--- config.mk ---
export PLATFORM = sky130hd
export DESIGN_NAME = instr_encoder
export DESIGN_NICKNAME = d
export VERILOG_FILES = /design/src/rtl/instr_encoder.sv
export SDC_FILE = /design/constraint.sdc
export NUM_CORES = 1
export LEC_CHECK = 0
export CAP_MARGIN = 25
export CORE_ASPECT_RATIO = 2
export CORE_UTILIZATION = 42
export CTS_BUF_LIST = sky130_fd_sc_hd__clkbuf_8
export DETAILED_ROUTE_END_ITERATION = 10
export DONT_BUFFER_PORTS = 1
export MAX_ROUTING_LAYER = met4
export PLACE_DENSITY = 0.67
export SETUP_SLACK_MARGIN = 0.02
export SLEW_MARGIN = 15
export SYNTH_ARGS = -nofsm -noshare
export SYNTH_HDL_FRONTEND = slang
export SYNTH_SLANG_ARGS = --single-unit
--- constraint.sdc ---
create_clock -name clk -period 3.95 [get_ports clk]
set_input_delay 0.79 -clock clk [delete_from_list [all_inputs] [get_ports clk]]
set_output_delay 0.79 -clock clk [all_outputs]
set_load 0.01 [all_outputs]
--- src/rtl/instr_encoder.sv ---
// Instruction encoder: turns symbolic {opcode, operand} beats into 16-bit
// {opcode[5:0], info[9:0]} words and writes them sequentially into
// instruction memory. Branch targets are made PC-relative for the decoder.
// Opcode values mirror the instrDefine.v macro set.
// Optional feature macro: NOP_PAD_EN (pad the rest of memory with NOPs).
module instr_encoder #(
  parameter int unsigned BASE_ADDR = 0,
  parameter int unsigned MEM_DEPTH = 1024
) (
  input  logic        clk,
  input  logic        reset,
  input  logic        start,
  input  logic        in_valid,
  output logic        in_ready,
  input  logic [5:0]  in_opcode,
  input  logic [9:0]  in_operand,
  input  logic        in_last,
  output logic        mem_we,
  output logic [9:0]  mem_addr,
  output logic [15:0] mem_wdata,
  output logic        busy,
  output logic        done,
  output logic        err,
  output logic [1:0]  err_code,
  output logic [9:0]  count
);

  localparam logic [5:0] OpNop   = 6'd0;
  localparam logic [5:0] OpLda   = 6'd1;
  localparam logic [5:0] OpLdb   = 6'd2;
  localparam logic [5:0] OpSta   = 6'd3;
  localparam logic [5:0] OpStb   = 6'd4;
  localparam logic [5:0] OpLdca  = 6'd5;
  localparam logic [5:0] OpLdcb  = 6'd6;
  localparam logic [5:0] OpJmp   = 6'd7;
  localparam logic [5:0] OpAdda  = 6'd8;
  localparam logic [5:0] OpAddb  = 6'd9;
  localparam logic [5:0] OpSuba  = 6'd10;
  localparam logic [5:0] OpSubb  = 6'd11;
  localparam logic [5:0] OpAnda  = 6'd12;
  localparam logic [5:0] OpOra   = 6'd13;
  localparam logic [5:0] OpNota  = 6'd14;
  localparam logic [5:0] OpAsra  = 6'd15;
  localparam logic [5:0] OpAddca = 6'd16;
  localparam logic [5:0] OpAddcb = 6'd17;
  localparam logic [5:0] OpSubca = 6'd18;
  localparam logic [5:0] OpSubcb = 6'd19;
  localparam logic [5:0] OpAndca = 6'd20;
  localparam logic [5:0] OpAndcb = 6'd21;
  localparam logic [5:0] OpOrca  = 6'd22;
  localparam logic [5:0] OpOrcb  = 6'd23;
  localparam logic [5:0] OpBaeq  = 6'd32;
  localparam logic [5:0] OpBane  = 6'd33;
  localparam logic [5:0] OpBacs  = 6'd34;
  localparam logic [5:0] OpBacc  = 6'd35;
  localparam logic [5:0] OpBami  = 6'd36;
  localparam logic [5:0] OpBapl  = 6'd37;
  localparam logic [5:0] OpBbeq  = 6'd40;
  localparam logic [5:0] OpBbne  = 6'd41;
  localparam logic [5:0] OpBbcs  = 6'd42;
  localparam logic [5:0] OpBbcc  = 6'd43;
  localparam logic [5:0] OpBbmi  = 6'd44;
  localparam logic [5:0] OpBbpl  = 6'd45;

  localparam logic [9:0] BaseAddr = 10'(BASE_ADDR);
  localparam logic [9:0] LastAddr = 10'(MEM_DEPTH - 1);

  typedef enum logic [2:0] {
    StIdle,
    StLoad,
`ifdef NOP_PAD_EN
    StPad,
`endif
    StDone,
    StError
  } state_e;

  state_e      state_q, state_d;
  logic [9:0]  wptr_q, wptr_d;
  logic [9:0]  count_q, count_d;
  logic        err_q, err_d;
  logic [1:0]  err_code_q, err_code_d;
  logic        mem_we_q, mem_we_d;
  logic [9:0]  mem_addr_q, mem_addr_d;
  logic [15:0] mem_wdata_q, mem_wdata_d;
  logic        done_q, done_d;
  // fin: the final word is on the write port this cycle; DONE follows.
  logic        fin_q, fin_d;
  // full: a word has been written at the last address; any further beat overflows.
  logic        full_q, full_d;

  logic [9:0]  enc_info;
  logic [1:0]  enc_fault;
  logic [10:0] rel;
  logic        accept;

  assign in_ready  = (state_q == StLoad) && !fin_q;
  assign accept    = in_valid && in_ready;
`ifdef NOP_PAD_EN
  assign busy      = (state_q == StLoad) || (state_q == StPad);
`else
  assign busy      = (state_q == StLoad);
`endif
  assign mem_we    = mem_we_q;
  assign mem_addr  = mem_addr_q;
  assign mem_wdata = mem_wdata_q;
  assign done      = done_q;
  assign err       = err_q;
  assign err_code  = err_code_q;
  assign count     = count_q;

  // Classify the incoming opcode and build its info field or fault code.
  always_comb begin
    enc_info  = in_operand;
    enc_fault = 2'b00;
    // Target relative to the PC after this word, as the decoder adds it.
    rel       = {1'b0, in_operand} - ({1'b0, wptr_q} + 11'd1);
    if (full_q) begin
      enc_fault = 2'b11;
    end else begin
      case (in_opcode)
        OpJmp, OpSta, OpStb,
        OpNop, OpLda, OpLdb,
        OpAdda, OpAddb, OpSuba, OpSubb, OpAnda, OpOra, OpNota, OpAsra: begin
          enc_info = in_operand;
        end
        OpLdca, OpLdcb, OpAddca, OpAddcb, OpSubca, OpSubcb,
        OpAndca, OpAndcb, OpOrca, OpOrcb: begin
          enc_info = {2'b00, in_operand[7:0]};
          if (in_operand[9:8] != 2'b00) enc_fault = 2'b01;
        end
        OpBaeq, OpBane, OpBacs, OpBacc, OpBami, OpBapl,
        OpBbeq, OpBbne, OpBbcs, OpBbcc, OpBbmi, OpBbpl: begin
          enc_info = {4'b0000, rel[5:0]};
          // Backward targets wrap to large values and fail here too.
          if (rel[10:6] != 5'd0) enc_fault = 2'b10;
        end
        default: enc_fault = 2'b11;
      endcase
    end
  end

  // Next-state, write-port and status logic.
  always_comb begin
    state_d     = state_q;
    wptr_d      = wptr_q;
    count_d     = count_q;
    err_d       = err_q;
    err_code_d  = err_code_q;
    mem_we_d    = 1'b0;
    mem_addr_d  = mem_addr_q;
    mem_wdata_d = mem_wdata_q;
    done_d      = 1'b0;
    fin_d       = fin_q;
    full_d      = full_q;

    if (start) begin
      state_d    = StLoad;
      wptr_d     = BaseAddr;
      count_d    = 10'd0;
      err_d      = 1'b0;
      err_code_d = 2'b00;
      fin_d      = 1'b0;
      full_d     = 1'b0;
    end else begin
      case (state_q)
        StLoad: begin
          if (fin_q) begin
            state_d = StDone;
            done_d  = 1'b1;
            fin_d   = 1'b0;
          end else if (accept) begin
            if (enc_fault != 2'b00) begin
              state_d    = StError;
              err_d      = 1'b1;
              err_code_d = enc_fault;
            end else begin
              mem_we_d    = 1'b1;
              mem_addr_d  = wptr_q;
              mem_wdata_d = {in_opcode, enc_info};
              count_d     = count_q + 10'd1;
              if (wptr_q == LastAddr) full_d = 1'b1;
              else                    wptr_d = wptr_q + 10'd1;
              if (in_last) begin
`ifdef NOP_PAD_EN
                if (wptr_q == LastAddr) fin_d = 1'b1;
                else                    state_d = StPad;
`else
                fin_d = 1'b1;
`endif
              end
            end
          end
        end
`ifdef NOP_PAD_EN
        StPad: begin
          if (fin_q) begin
            state_d = StDone;
            done_d  = 1'b1;
            fin_d   = 1'b0;
          end else begin
            mem_we_d    = 1'b1;
            mem_addr_d  = wptr_q;
            mem_wdata_d = {OpNop, 10'd0};
            count_d     = count_q + 10'd1;
            if (wptr_q == LastAddr) begin
              full_d = 1'b1;
              fin_d  = 1'b1;
            end else begin
              wptr_d = wptr_q + 10'd1;
            end
          end
        end
`endif
        default: ;
      endcase
    end
  end

  // State and output registers with synchronous reset.
  always_ff @(posedge clk) begin
    if (reset) begin
      state_q     <= StIdle;
      wptr_q      <= BaseAddr;
      count_q     <= 10'd0;
      err_q       <= 1'b0;
      err_code_q  <= 2'b00;
      mem_we_q    <= 1'b0;
      mem_addr_q  <= 10'd0;
      mem_wdata_q <= 16'd0;
      done_q      <= 1'b0;
      fin_q       <= 1'b0;
      full_q      <= 1'b0;
    end else begin
      state_q     <= state_d;
      wptr_q      <= wptr_d;
      count_q     <= count_d;
      err_q       <= err_d;
      err_code_q  <= err_code_d;
      mem_we_q    <= mem_we_d;
      mem_addr_q  <= mem_addr_d;
      mem_wdata_q <= mem_wdata_d;
      done_q      <= done_d;
      fin_q       <= fin_d;
      full_q      <= full_d;
    end
  end

endmodule
== After elaboration in Yosys (flattened, before gate mapping) ==
Index checks and enable logic that the tools add are counted.

* Bits of input ports: 21
* Logic and storage cells: 101
* Output and inout port bits: 43
* Flip-flop bits (word level): 56

* Add/subtract/negate cells: 4
* Multiplexer cells: 17
* Eq/ne operators: 37
* Reduce and logical (&&, ||, !) cells: 25
* Bitwise logic cells: 6

{| class="wikitable"
|+ Operator list
! cell !! count
|-
| 6-bit equality test, second input constant || 12
|-
| 6-bit by 4-bit equality test with 1-bit output, second input constant || 8
|-
| 6-bit by 5-bit equality test with 1-bit output, second input constant || 8
|-
| 6-bit by 3-bit equality test with 1-bit output, second input constant || 4
|-
| 10-bit by 1-bit adder with 10-bit output, second input constant || 2
|-
| 10-bit case mux with 2 select lines || 1
|-
| 5-bit AND reduction || 3
|-
| 14-bit OR reduction || 1
|-
| 6-bit by 2-bit equality test with 1-bit output, second input constant || 2
|-
| 12-bit OR reduction || 1
|-
| 10-bit by 1-bit adder with 11-bit output, second input constant || 1
|-
| 10-bit by 11-bit subtractor with 11-bit output || 1
|-
| 10-bit equality test, second input constant || 1
|-
| 10-bit two-way mux || 1
|-
| 2-bit nonzero test || 5
|-
| 10-bit OR reduction || 1
|-
| 1-bit two-way mux || 9
|-
| 3-bit two-way mux || 3
|-
| 4-bit AND reduction || 2
|-
| 6-bit by 1-bit equality test with 1-bit output, second input constant || 1
|-
| 6-bit logical NOT || 1
|-
| 1-bit NOT || 6
|-
| 2-bit case mux with 3 select lines || 1
|-
| 3-bit AND reduction || 2
|-
| 9 further kinds || 12
|}

== Depth between registers and ports, before layout ==
* Depth in word-level cells: 12
* Gate-level depth with buffers: 13
* Depth with buffers taken out: 12

== Worst setup path before layout ==
No wires, ideal clock.

* Path kind: in2reg
* From: input in_operand[0]
* To: register mem_addr_q[0], in the netlist mem_addr[0]
* Path buffers: 1
* Stages: 12
* Arrival: 3.409 ns
* Path slack: 0.414 ns
* Data required time: 3.822 ns
* Cell sequence: ha_1 -> inv_1 -> fa_1 -> nand2b_1 -> a21o_1 -> and3_1 -> nor3_1 -> a41oi_4 -> nor4_4 -> buf_6 -> mux2i_1 -> nor2_1

* Word-level cells in the longest chain between the ends: 8

{| class="wikitable"
|+ Ends and longest elaborated chain
! item !! RTL line !! text
|-
| start, declared || 16 || <nowiki>input logic [9:0] in_operand,</nowiki>
|-
| 10-bit by 11-bit subtractor with 11-bit output || 117 || <nowiki>rel = {1'b0, in_operand} - ({1'b0, wptr_q} + 11'd1);</nowiki>
|-
| 5-bit nonzero test || 136 || <nowiki>if (rel[10:6] != 5'd0) enc_fault = 2'b10;</nowiki>
|-
| 2-bit two-way mux || 136 ||
|-
| 2-bit case mux with 3 select lines || 121 || <nowiki>case (in_opcode)</nowiki>
|-
| 2-bit two-way mux || 118 || <nowiki>if (full_q) begin</nowiki>
|-
| 2-bit nonzero test || 173 || <nowiki>if (enc_fault != 2'b00) begin</nowiki>
|-
| 1-bit NOT (no line) || n/a ||
|-
| 5-bit AND reduction (no line) || n/a ||
|-
| end signal, assigned || 241 || <nowiki>mem_addr_q <= mem_addr_d;</nowiki>
|-
| end, declared || 84 || <nowiki>logic [9:0] mem_addr_q, mem_addr_d;</nowiki>
|}

No other way between the ends.
A chain may end at the register's enable or synchronous reset.

== Worst setup path in the final report ==
* From: input in_operand[0]
* To: register wptr_q[9]

* Word-level cells in the longest chain between the ends: 8

{| class="wikitable"
|+ Ends and longest elaborated chain
! item !! RTL line !! text
|-
| 10-bit by 11-bit subtractor with 11-bit output || 117 ||
|-
| 5-bit nonzero test || 136 ||
|-
| 2-bit two-way mux || 136 ||
|-
| 2-bit case mux with 3 select lines || 121 ||
|-
| 2-bit two-way mux || 118 ||
|-
| 2-bit nonzero test || 173 ||
|-
| 1-bit NOT (no line) || n/a ||
|-
| 5-bit AND reduction (no line) || n/a ||
|-
| end signal, assigned || 224 || <nowiki>wptr_q <= BaseAddr;</nowiki>
|-
| end signal, assigned || 236 || <nowiki>wptr_q <= wptr_d;</nowiki>
|-
| end, declared || 79 || <nowiki>logic [9:0] wptr_q, wptr_d;</nowiki>
|}

No other way between the ends.

==> out/metrics.csv <==
stage,metric,value,unit
outcome,outcome,"finished, final reports clean",
timing,fin_skew,0.009420,ns
yosys,synthCells,335,
yosys,yosys.area_share.simple,0.2342,
yosys,synth_xor_area_frac,0.03911,
critical_path,cp.required,4.17,ns
timing,period_minus_slack,3.238,ns
critical_path,crit_fanout,8,
clocking,cts_tree,yes,
finish,fin_cells,422,
clocking,cts_resized,0,
timing,setup_violations,0,
yosys,synth_edf_count,0,
finish,antenna_cells,0,
power_and_ir_drop,clockPowerShare,0.367,
finish,multiInputGateArea,1687,um^2
timing,rsz0062_at_grt,no,
critical_path,cp_data_arrival_time,3.46,ns
critical_path,rrSetupSlack,0.72,ns
power_and_ir_drop,p_leak,1.045,nW
routing,first_iter_violations,84,
hold_path,hp-start,full_q,
timing,worst_slew_pin_slew,0.9122,ns
global_routing,busiest_layer,met2,
critical_path,crit_path_max_incr_delay,0.56,ns
timing,max_freq,0.3089,GHz
yosys,synth_top_area_share,0.3782,
critical_path,worstSetupPathType,in -> reg,
placed_design,gp_congestion,0.9140,
yosys,post-synth-top-area-cell,dfxtp_1,
placed_design,placed_area,2989,um^2
yosys,ys_ff_latch,55,
power_and_ir_drop,p_per_area,345.1,nW/um^2
floorplanning,io_pins,64,
yosys,synthMuxAreaShare,0.07907,
floorplanning,start_util,0.4363,
critical_path,r2r_start,wptr_q[7],
global_routing,gr-total-overflow,0,
placed_design,dp.cells,414,
power_and_ir_drop,p_int,0.7937,mW
clocking,post_cts.repair.setup_buffers,0,
yosys,syn_avg_cell_area,8.691,um^2
clocking,hold_buffers,0,
critical_path,worst_setup_path_end_kind,flip-flop,
clocking,cts.clk_slew.worst_paths,0.10,ns
floorplanning,die_w,60.88,um
power_and_ir_drop,switching_share,0.2593,
power_and_ir_drop,vdd_drop_max,0.2885,mV
power_and_ir_drop,switchingPower,0.2778,mW
global_routing,grt_max_degree,36,
finish,fin_nets,367,
floorplanning,die_y,119.7,um
critical_path,start_kind,primary input,
timing,slew-limit-headroom,0.3878,
routing,viasPerCell,5.692,
clocking,root_buffer,clkbuf_8,
timing,hold_viol,0,
floorplanning,die-area,7289,um^2
yosys,ys.flop_type,dfxtp_1,
routing,first_pass_iters,4,
routing,drc_errors,0,
yosys,synth-async-reset-ratio,0,
power_and_ir_drop,total_power,1.072,mW
hold_path,holdPathStages,2,
routing,wl_per_cell,17.32,um
flow_run,cap_violations,0,
finish,drive_above_1_share,0.08683,
global_routing,grt_usage,0.2261,
finish,syn_to_final_growth,6.661,%
hold_path,hold_end,full_q,
routing,routed_wl,7308,um
yosys,yosysWarnings,0,
global_routing,grt_pass1_wl,11770,um
global_routing,grt_use_met2,0.4011,
floorplanning,row_count,42,
clocking,cts_buffers,5,
placed_design,dp_hpwl,5533,um
clocking,cts_num_sinks,55,
placed_design,port_buffers,0,
critical_path,critPathBufInv,1,
clocking,clk_latency,0.33,ns
yosys,syn_nets,369,
yosys,synth_cell_types,47,
hold_path,hold_class,reg -> reg,
power_and_ir_drop,p_seq_frac,0.529,
finish,regArea,1101,um^2
routing,via_count,2402,
critical_path,cpMaxStageDelayCell,nor4_4,
power_and_ir_drop,combinationalPowerShare,0.104,
global_routing,use_met3,0.04849,
routing,drtAntennaViolNets,0,
critical_path,cp_cell_sequence,ha_1 -> inv_1 -> fa_1 -> nand2b_1 -> a21o_1 -> and3_1 -> nor3_1 -> a41oi_4 -> nor4_4 -> a21oi_1 -> o21a_1,
global_routing,grt_pass1_vias,2371,
finish,stdcell_area,3105,um^2
finish,postLayoutCoreUtil,0.4653,
timing,final_max_slew_viol_count,0,
yosys,yosysSeqAreaShare,0.3782,
critical_path,ff2ff_path_depth,10,
critical_path,r2r_end,wptr_q[9],
yosys,synthesis.area,2912,um^2
clocking,cts_htree_levels,2,
yosys,synthTopCellsByArea,"dfxtp_1 38%, mux2i_1 7.9%, nor2_1 6.1%",
global_routing,met1_usage,0.2228,
timing,period_share,0.8197,
yosys,synth-adder-area-share,0.05844,
clocking,clock_path_buffers,2,
yosys,synth-compound-area-share,0.1685,
yosys,synth_top_family_by_area,simple AND/OR/NAND/NOR gates,
floorplanning,coreArea,6674,um^2
global_routing,antenna_found_initial,0,
finish,fillers,688,
timing,setup_tns,0,ns
critical_path,critPathTopFamily,simple AND/OR/NAND/NOR gates,
==> registers in the layout, indices dropped and copies added, names as in the netlist <==
signal,flops
full_q,1
done,1
err_code,2
mem_we,1
mem_wdata,16
count,10
fin_q,1
mem_addr,10
state_q,2
wptr_q,10
err,1
==> layout make-up <==
| type | count | area share |
|---|---|---|
| clock buffer | 5 | 0.02216 |
| clock inverter | 3 | 0.01531 |
| inverter | 15 | 0.01813 |
| multi-input combinational | 253 | 0.5431 |
| sequential | 55 | 0.3546 |
| tap | 88 | 0.03546 |
| timing repair buffer | 3 | 0.01128 |
==> routing by layer <==
layer  up-vias  part of all wire  routed length [um]
met4         0             0.034                 250
met1      1132              0.36                2617
met5         -                 0                   0
li1       1180                 -                   -
met3        17             0.041                 303
met2        73              0.57                4136
==> power groups by stage <==
stage                     Sequential, mW  Clock [mW]  Combinational, mW
after floorplan                    0.578           0             0.0958
after global placement             0.579           0              0.110
after detailed placement           0.579           0              0.112
after CTS                          0.567       0.402              0.112
after global routing               0.567       0.424              0.126
final                              0.566       0.393              0.112
==> cells in the mapped netlist (5+ instances only) <==
cell / count
a21o_1: 5
a211oi_2: 5
nand2_1: 20
nand3_1: 9
nand2b_1: 7
o21ai_0: 12
dfxtp_1: 55
nor2_1: 47
ha_1: 12
a21oi_1: 27
nor2_2: 5
a211oi_1: 5
nor3_1: 8
clkbuf_1: 7
mux2i_1: 23
xnor2_1: 6
or3_1: 7
and3_1: 7
nand4_1: 7
inv_1: 15
xor2_1: 7
==> per-stage QoR <==
stage	hold WS (ns)	worst slack [ns]
2_1_floorplan	0.4568	0.4137
3_3_place_gp	0.4776	0.4215
3_5_place_dp	0.4947	0.3858
4_1_cts	0.5087	0.7287
5_1_grt	0.5059	0.4395
6_report	0.5027	0.7123
==> worst max path at each step <==
stage | startpoint | to | slack [ns] | cells after the start
after floorplan | in_operand[0] | mem_addr[0] | 0.41 | 12
after detailed placement | in_operand[0] | mem_addr[8] | 0.39 | 12
after global placement | in_operand[0] | mem_addr[5] | 0.42 | 12
after global routing | in_operand[0] | mem_addr[8] | 0.44 | 12
after CTS | in_operand[0] | mem_addr[8] | 0.73 | 12
final | in_operand[0] | wptr_q[9] | 0.71 | 11
==> cells in the final DEF (no fill, tap or decap), types with 8 or more instances in the layout <==
master,Yosys,routed
a21oi_1,27,27
dfxtp_1,55,55
ha_1,12,12
inv_1,15,15
mux2i_1,23,23
nand2_1,20,20
nand3_1,9,9
nor2_1,47,47
nor3_1,8,8
o21ai_0,12,12
==> worst min-delay path, delay by kind of cell, from the launching register on <==
family | cells | cell delay [ns]
flops | 1 | 0.35
simple gates | 1 | 0.06
compound gates | 1 | 0.05
==> cells by family (layout without fill, tap and decap cells) <==
group                    Yosys count  count (layout)
AO/OA/AOI/OAI                     71              71
XOR/XNOR                          13              13
adder cells (fa/ha/maj)           13              13
buffers and inverters             27              26
flip-flops                        55              55
multiplexers                      23              23
AND/OR/NAND/NOR                  133             133
(Power assumes the default switching activity.)
